===== src/rtl/lsu_pkg.sv =====
// Shared types and lane constants for the load/store unit and its alignment helper.
package lsu_pkg;

    typedef enum logic [3:0] {
        NONE = 4'd0,
        LB   = 4'd1,
        LH   = 4'd2,
        LW   = 4'd3,
        LBU  = 4'd4,
        LHU  = 4'd5,
        SB   = 4'd6,
        SH   = 4'd7,
        SW   = 4'd8
    } lsu_op_t;

    typedef enum logic [2:0] {
        IDLE = 3'd0,
        RD   = 3'd1,
        CAP  = 3'd2,
        WR   = 3'd3,
        RESP = 3'd4
    } lsu_state_t;

    localparam int BYTE_W = 8;
    localparam int HALF_W = 16;
    localparam int WORD_W = 32;

    function automatic logic is_valid_op(lsu_op_t op);
        return op inside {LB, LH, LW, LBU, LHU, SB, SH, SW};
    endfunction

    function automatic logic is_store(lsu_op_t op);
        return op inside {SB, SH, SW};
    endfunction

    function automatic logic is_misaligned(lsu_op_t op, logic [1:0] lo);
        case (op)
            LW, SW:       return lo != 2'b00;
            LH, LHU, SH:  return lo[0];
            default:      return 1'b0;
        endcase
    endfunction

endpackage


===== src/rtl/lsu_align.sv =====
// Combinational lane logic: extracts/extends load data and merges partial stores
// into the word read back from RAM (little-endian lanes).
module lsu_align
    import lsu_pkg::*;
(
    input  lsu_op_t           op,
    input  logic [1:0]        byte_off,
    input  logic [WORD_W-1:0] mem_word,
    input  logic [WORD_W-1:0] store_data,
    output logic [WORD_W-1:0] load_data,
    output logic [WORD_W-1:0] merged_word
);

    logic [4:0]        byte_sh;
    logic [4:0]        half_sh;
    logic [WORD_W-1:0] shifted;
    logic [BYTE_W-1:0] byte_lane;
    logic [HALF_W-1:0] half_lane;
    logic [WORD_W-1:0] byte_mask;
    logic [WORD_W-1:0] half_mask;

    always_comb begin
        byte_sh   = {byte_off, 3'b000};
        half_sh   = {byte_off[1], 4'b0000};
        shifted   = mem_word >> byte_sh;
        byte_lane = shifted[BYTE_W-1:0];
        half_lane = byte_off[1] ? mem_word[WORD_W-1:HALF_W] : mem_word[HALF_W-1:0];
        byte_mask = {{(WORD_W-BYTE_W){1'b0}}, {BYTE_W{1'b1}}} << byte_sh;
        half_mask = {{(WORD_W-HALF_W){1'b0}}, {HALF_W{1'b1}}} << half_sh;
    end

    always_comb begin
        load_data = '0;
        case (op)
            LB:      load_data = {{(WORD_W-BYTE_W){byte_lane[BYTE_W-1]}}, byte_lane};
            LBU:     load_data = {{(WORD_W-BYTE_W){1'b0}}, byte_lane};
            LH:      load_data = {{(WORD_W-HALF_W){half_lane[HALF_W-1]}}, half_lane};
            LHU:     load_data = {{(WORD_W-HALF_W){1'b0}}, half_lane};
            LW:      load_data = mem_word;
            default: load_data = '0;
        endcase
    end

    always_comb begin
        merged_word = mem_word;
        case (op)
            SB: merged_word = (mem_word & ~byte_mask) |
                              ({{(WORD_W-BYTE_W){1'b0}}, store_data[BYTE_W-1:0]} << byte_sh);
            SH: merged_word = (mem_word & ~half_mask) |
                              ({{(WORD_W-HALF_W){1'b0}}, store_data[HALF_W-1:0]} << half_sh);
            default: merged_word = mem_word;
        endcase
    end

endmodule


===== src/rtl/load_store_unit.sv =====
// Multi-cycle load/store unit in front of a registered-read RAM; sub-word stores
// are done as read-modify-write.
module load_store_unit
    import lsu_pkg::*;
#(
    parameter int ADDR_W = 12
) (
    input  logic              clk,
    input  logic              rst,
    input  logic              req_valid,
    input  logic [3:0]        op,
    input  logic [31:0]       addr,
    input  logic [31:0]       wdata,
    output logic [31:0]       rdata,
    output logic              busy,
    output logic              done,
    output logic              misalign,
    output logic [ADDR_W-1:0] mem_addr,
    output logic [31:0]       mem_wdata,
    output logic              mem_we,
    output logic              mem_re,
    input  logic [31:0]       mem_rdata,
    output lsu_state_t        state_dbg
);

    // Handshake: a request is taken on a rising edge where state is IDLE, req_valid=1
    // and op is a defined non-NONE op; busy holds the PC until RESP, where done pulses
    // for one cycle and req_valid is ignored because it still carries the same instruction.

    lsu_state_t        state;
    lsu_op_t           op_in;
    lsu_op_t           op_q;
    logic [ADDR_W-1:0] addr_q;
    logic [31:0]       wdata_q;
    logic [31:0]       merge_q;
    logic              mis_q;
    logic              accept;
    logic              mis_in;
    logic [31:0]       load_data;
    logic [31:0]       merged_word;
    logic [31-ADDR_W:0] unused_addr_bits;

    assign op_in            = lsu_op_t'(op);
    assign accept           = (state == IDLE) && req_valid && is_valid_op(op_in);
    assign mis_in           = is_misaligned(op_in, addr[1:0]);
    assign unused_addr_bits = addr[31:ADDR_W];

    lsu_align u_align (
        .op          (op_q),
        .byte_off    (addr_q[1:0]),
        .mem_word    (mem_rdata),
        .store_data  (wdata_q),
        .load_data   (load_data),
        .merged_word (merged_word)
    );

    always_ff @(posedge clk) begin
        if (rst) begin
            state   <= IDLE;
            op_q    <= NONE;
            addr_q  <= '0;
            wdata_q <= '0;
            merge_q <= '0;
            rdata   <= '0;
            mis_q   <= 1'b0;
        end else begin
            case (state)
                IDLE: begin
                    if (accept) begin
                        op_q    <= op_in;
                        addr_q  <= addr[ADDR_W-1:0];
                        wdata_q <= wdata;
                        mis_q   <= mis_in;
                        if (mis_in)
                            state <= RESP;
                        else if (op_in == SW)
                            state <= WR;
                        else
                            state <= RD;
                    end
                end
                RD:  state <= CAP;
                // RAM word read in RD is valid here
                CAP: begin
                    if (is_store(op_q)) begin
                        merge_q <= merged_word;
                        state   <= WR;
                    end else begin
                        rdata <= load_data;
                        state <= RESP;
                    end
                end
                WR:  state <= RESP;
                RESP: begin
                    mis_q <= 1'b0;
                    state <= IDLE;
                end
                default: state <= IDLE;
            endcase
        end
    end

    // Outputs decode the state register; mem_we is also gated by rst so a reset
    // arriving in WR cannot commit the write at that edge.
    always_comb begin
        busy      = accept || (state inside {RD, CAP, WR});
        done      = (state == RESP);
        misalign  = (state == RESP) && mis_q;
        mem_re    = (state == RD);
        mem_we    = (state == WR) && !rst;
        mem_addr  = '0;
        mem_wdata = '0;
        if (state inside {RD, CAP, WR})
            mem_addr = {addr_q[ADDR_W-1:2], 2'b00};
        if (state == WR)
            mem_wdata = (op_q == SW) ? wdata_q : merge_q;
    end

    assign state_dbg = state;

endmodule


===== config.mk =====
export PLATFORM = sky130hd
export DESIGN_NAME = load_store_unit
export DESIGN_NICKNAME = d
export VERILOG_FILES = /design/src/rtl/lsu_pkg.sv /design/src/rtl/lsu_align.sv /design/src/rtl/load_store_unit.sv
export SDC_FILE = /design/constraint.sdc
export NUM_CORES = 1
export LEC_CHECK = 0
export ABC_AREA = 1
export CORE_AREA = 10 10 161 163
export CTS_CLUSTER_SIZE = 30
export DETAILED_ROUTE_END_ITERATION = 10
export DIE_AREA = 0 0 171 173
export GPL_ROUTABILITY_DRIVEN = 0
export GPL_TIMING_DRIVEN = 0
export HOLD_SLACK_MARGIN = 0.12
export SLEW_MARGIN = 20
export SYNTH_ARGS = -nofsm -noshare
export SYNTH_HDL_FRONTEND = slang
export SYNTH_SLANG_ARGS = --single-unit

===== constraint.sdc =====
create_clock -name clk -period 2.1 [get_ports clk]
set_input_delay 0.42 -clock clk [delete_from_list [all_inputs] [get_ports clk]]
set_output_delay 0.42 -clock clk [all_outputs]
set_load 0.1 [all_outputs]

==> results of run 1 <==
logic make-up after synthesis:
| group | after synthesis | synth area share |
|---|---|---|
| simple gates | 496 | 0.323 |
| buf+inv | 152 | 0.0987 |
| compound gates | 261 | 0.217 |
| flops | 116 | 0.361 |
| other cells | 1 | 0.000582 |
flip-flops by register name, summed over array words and instances (netlist names):
name,cells
merge_q,32
rdata,32
wdata_q,32
addr_q,12
op_q,4
state_dbg,3
mis_q,1
cell type report:
class	instances	share of cell area
clock inverter	11	0.0201
clock buffer	21	0.0426
sequential	116	0.226
multi-input combinational	759	0.391
buffer	67	0.0452
tap	285	0.0345
inverter	84	0.0313
timing repair buffer	183	0.209
through the flow:
| stage | worst slack, ns | utilization | instances | TNS, ns |
|---|---|---|---|---|
| after global placement | -1.60 | 0.397 | 1476 | -49.51 |
| after global routing | -0.318 | 0.458 | 1526 | -8.58 |
| after floorplan | -0.278 | - | 1027 | -6.53 |
| final | -0.235 | 0.458 | 1526 | -5.91 |
| after detailed placement | -1.59 | 0.397 | 1476 | -50.45 |
| after CTS | -0.311 | 0.451 | 1519 | -8.24 |
worst paths after layout:
path | startpoint | end | slack [ns] | depth (start not counted)
setup / recovery | op_q[0]$_SDFFE_PP0P_ | mem_wdata[22] | -0.23 | 9
setup reg to reg | addr_q[1]$_SDFFE_PP0P_ | merge_q[25]$_SDFFE_PP0P_ | 0.19 | 8
hold / removal | op[1] | op_q[1]$_SDFFE_PP0P_ | 0.35 | 3
hold reg to reg | rdata[20]$_SDFFE_PP0P_ | rdata[20]$_SDFFE_PP0P_ | 0.46 | 2
tightest hold or removal path, delay by kind of cell:
family / cells / cell delay (ns)
buffers and inverters: 1 / 0.16
and+or+nand+nor: 1 / 0.09
AOI/OAI and AO/OA: 1 / 0.06
synth_stat cells (2+ instances only):
cell	n	area, µm²
nand2_2	4	25.0
buf_4	7	52.6
inv_1	80	300
nand4_1	2	12.5
a21oi_1	100	500
nand3_1	84	420
o21a_1	6	45.0
nor2_4	3	33.8
o211ai_1	6	45.0
o21ai_0	116	581
o22ai_1	16	100
a211oi_1	16	120
inv_2	4	15.0
buf_2	24	120
dfxtp_1	116	2320
nor2_2	4	25.0
clkbuf_1	34	128
nand2_1	272	1020
and2_1	2	12.5
nor2_1	112	420
or2_2	5	31.3
nor3_1	3	15.0
routing by layer:
metal	wire length (µm)	share of wire	GRT usage
met1	12000	0.42	0.239
met2	13100	0.46	0.298
met3	2730	0.096	0.0556
met4	653	0.023	0.0544
met5	0	0	0
power groups by stage:
stage | sequential, W | clock, W | combinational, W
after CTS | 0.00239 | 0.00332 | 0.00154
after global placement | 0.00243 | 0 | 0.00142
final | 0.00240 | 0.00327 | 0.00160
after global routing | 0.00241 | 0.00341 | 0.00173
after detailed placement | 0.00243 | 0 | 0.00143
after floorplan | 0.00249 | 0 | 0.000860
cell usage in the layout, fill, tap and decap left out, types with 29 or more instances in the layout:
cell             netlist  layout
a21oi_1              100      84
buf_12                 0      39
clkbuf_1              34      29
clkdlybuf4s50_1        0      78
dfxtp_1              116     109
dlygate4sd2_1          0      30
inv_1                 80      76
nand2_1              272     256
nand3_1               84      83
nor2_1               112      95
o21ai_0              116     115
what timing repair did:
| action | 4_1_cts | 5_1_grt |
|---|---|---|
| gates resized for setup | 458 | 52 |
| pin swaps | 23 | 20 |
| setup endpoints to repair | 82 | 61 |
| endpoints found under the hold margin | 0 | 0 |
| cloned | 3 | 1 |
| buffers inserted | 8 | 9 |
==> reports/qor.csv, run 1 <==
metric,value,unit
outcome,finished with violations,
violated checks,setup timing,
worst skew pair latency,0.43,ns
Max Fanout on Critical Path,6,
sequential area share after synthesis,0.361,
Pre-Repair DR Iteration Count,5,
H-tree levels,4,
vias in the first global route,7556,
Die H,173,µm
leakage power,4.41,nW
DRT iter0 DRCs,691,
CTS sink count,116,
library cells used by synthesis,32,
Synthesis Warnings,0,
Die Width,171,µm
die area,0.0296,mm²
synthesized area per cell,6.28,µm²
Num CTS Buffers,17,
Slew Limit Headroom,0.339,
Crit Path Class,register to primary output,
Total GRT Usage,0.188,
Syn Inst Count,1026,
number of synthesized register bits,116,
crit path DAT,1.91,ns
Starting Density,0.285,
final hold viol count,0,
Nets,1331,
CP cell instances,nor2_4 > nand3_4 > inv_4 > buf_12 > buf_12 > clkbuf_16 > nand2_1 > a21oi_4 > buf_12,
"Hold-fix buffers, CTS",0,
vias per inst,5.05,
worst slew pin tran,0.995,ns
count of final setup violators,32,
Setup Skew,0.0135,ns
Psw,0.00219,W
Flop pwr share,0.330,
Clock Tree Root,clkbuf_16,
P_int,0.00508,W
Crit path top cell by count,buf_12,
Reg area,0.00234,mm²
initial antenna violation count,0,
DP HPWL,21.5,mm
pwr dens,702,mW/mm²
global-route wire length before repair,43.3,mm
Tot Pwr,0.00727,W
RSZ-0062 raised after global routing,true,
largest net degree at the start of global routing,17,
drt wl/cell,18.7,µm
"Cell Area, Placed",0.00897,mm²
Final ANT Viol Nets,0,
Post-synth EDFFs,0,
Clock power frac,0.450,
grt total ovfl,0,
Tmin final,2.33,ns
predominant post-synthesis flop cell,dfxtp_1,
CP endpoint kind,primary output,
CP required,1.68,ns
Worst Hold Class,primary input to register,
Synth-to-Final Area Change,60.6,%
Finished Cell Area,0.0103,mm²
fin crit share,1.11,
# fillers,2331,
Crit path max-delay family,buffers and inverters,
slowest cell delay on critical path,0.35,ns
core area,0.0226,mm²
Residual DRC,0,
Ports,187,
Max Cap Viol,0,
layout cells sized above 1,0.194,
row cnt,55,
TritonCTS clock tree,built,
Antenna diodes,0,
Routed WL,28.5,mm
Startpoint Class,register,
VDD IR-drop max,478,µV
Achievable Freq,0.428,GHz
Final Worst Setup Slack,-0.235,ns
Logic pwr share,0.220,
Fin Hold WS,0.351,ns
routed vias,7701,
ys async rst share,0,
Post-Syn Area,0.00644,mm²
Slew Limit Fails,0,
Buffers on Ports,164,
switching part of the total power,0.301,
clock tree buffer depth,2,
crit path buf inv count,5,
clock-pin slew on the worst setup and hold paths,0.06,ns
Multi-input gate area,0.00405,mm²
CP max-delay cell,dfxtp_4,
Note: power is estimated with default switching activity, not from simulation.
==> run 2, diff against run 1 <==
clock period = 2.5 ns   (was 2.1 ns; I/O delays follow)
==> reports/qor.csv, run 2 (synthesis results as in run 1) <==
metric,value,unit
P_int,0.00407,W
switching part of the total power,0.308,
leakage power,3.96,nW
Crit Path Class,register to primary output,
"commonest cells after routing, fill and taps aside","nand2_1 (272), o21ai_0 (116), clkdlybuf4s50_1 (116), dfxtp_1 (111), nor2_1 (108)",
slowest cell delay on critical path,1.14,ns
count of final setup violators,0,
met1 Resource Use GR,0.233,
crit path buf inv count,1,
Antenna diodes,0,
pwr dens,608,mW/mm²
worst slew pin tran,1.02,ns
CP endpoint kind,primary output,
"Cell Area, Placed",0.00889,mm²
core area,0.0226,mm²
vias per inst,4.98,
Ports,187,
Crit path max-delay family,buffers and inverters,
fin crit share,0.978,
Pre-Repair DR Iteration Count,5,
Max Fanout on Critical Path,4,
VDD IR-drop max,400,µV
Residual DRC,0,
initial antenna violation count,0,
met2 Usage GRT,0.284,
Psw,0.00181,W
Finished Cell Area,0.00967,mm²
H-tree levels,4,
grt met3 use,0.0492,
row cnt,55,
layout cells sized above 1,0.156,
Num CTS Buffers,17,
gr busiest metal,met2,
global-route wire length before repair,41.8,mm
Flop pwr share,0.341,
DRT iter0 DRCs,700,
Logic pwr share,0.205,
Slew Limit Headroom,0.321,
Startpoint Class,register,
vias in the first global route,7194,
Final TNS setup,0,ns
clock-pin slew on the worst setup and hold paths,0.06,ns
Max Cap Viol,0,
CP required,2.00,ns
CP max-delay cell,clkdlybuf4s50_1,
Starting Density,0.285,
die area,0.0296,mm²
CTS sink count,116,
crit path DAT,1.95,ns
Clock power frac,0.454,
Die Width,171,µm
Die H,173,µm
"most common cell after layout, fill and taps aside",nand2_1,
largest net degree at the start of global routing,19,
Synth-to-Final Area Change,50.1,%
routed vias,7532,
Final Worst Setup Slack,0.0539,ns
worst skew pair latency,0.42,ns
Achievable Freq,0.409,GHz
clock tree buffer depth,2,
outcome,"complete, no violations",
drt wl/cell,18.0,µm
fin util,0.428,
Tmin final,2.45,ns
DP HPWL,21.5,mm
Nets,1316,
Final ANT Viol Nets,0,
Total GRT Usage,0.181,
Worst Hold Class,register to register,
TritonCTS clock tree,built,
Routed WL,27.2,mm
Clock Tree Root,clkbuf_16,
Setup Skew,0.00682,ns
Buffers on Ports,164,
pre-CTS WS,-1.29,ns
CP cell instances,clkdlybuf4s50_1,
largest registers,"merge_q x32, rdata x32, wdata_q x32",
grt total ovfl,0,
Slew Limit Fails,0,
final hold viol count,0,
run 2: cell types whose count changed in the layout (fill, tap and decap cells not counted), sizes merged, moves of 2 or more:
cell,change
clkinv,+4
dlymetal6s2s,-3
buf,-19
clkbuf,-3
dlygate4sd2,-29
clkdlybuf4s50,+38
bufinv,-2
run 2: path summary, 6_finish.rpt:
| path | startpoint | to | slack (ns) | depth (start not counted) |
|---|---|---|---|---|
| worst max-delay path | state_dbg[0]$_SDFFE_PP0P_ | state_dbg[0] | 0.05 | 1 |
| worst min-delay path | addr_q[8]$_SDFFE_PP0P_ | addr_q[8]$_SDFFE_PP0P_ | 0.45 | 2 |
| worst max register to register | addr_q[1]$_SDFFE_PP0P_ | merge_q[24]$_SDFFE_PP0P_ | 0.59 | 8 |
| worst min register to register | addr_q[8]$_SDFFE_PP0P_ | addr_q[8]$_SDFFE_PP0P_ | 0.45 | 2 |
run 2: layout make-up:
class,count,area [µm²]
buffer,67,384
sequential,116,2340
inverter,84,315
multi-input combinational,759,3920
clock inverter,13,179
timing repair buffer,168,1710
clock buffer,19,464
fill,2337,12900
tap,285,357
run 2: power groups by stage:
| stage | Clock, W | Sequential, W | Combinational (W) |
|---|---|---|---|
| detailed placement | 0 | 0.00204 | 0.00117 |
| CTS | 0.00272 | 0.00200 | 0.00120 |
| floorplan | 0 | 0.00209 | 0.000703 |
| global route | 0.00279 | 0.00201 | 0.00131 |
| finish | 0.00267 | 0.00201 | 0.00121 |
| global placement | 0 | 0.00204 | 0.00117 |
run 2: layer usage:
layer | part of all wire | up-vias | wire, µm
met4 | 0.026 | 0 | 698
li1 | - | 3715 | -
met2 | 0.46 | 305 | 12400
met1 | 0.44 | 3469 | 11800
met5 | 0 | - | 0
met3 | 0.082 | 43 | 2230
run 2: metrics by stage:
stage | total power, W | cells | hold slack, ns
5_1_grt | 0.00612 | 1511 | 0.468
6_report | 0.00588 | 1511 | 0.451
2_1_floorplan | 0.00279 | 1027 | 0.430
3_5_place_dp | 0.00322 | 1476 | 0.446
4_1_cts | 0.00592 | 1510 | 0.455
3_3_place_gp | 0.00321 | 1476 | 0.442
run 2: repair_timing:
item / CTS / global route
gates cloned: 0 / 1
setup endpoints to repair: 47 / 42
resized for setup: 290 / 40
buffers inserted: 3 / 0
pin swaps: 2 / 1
hold buffers: 0 / 0
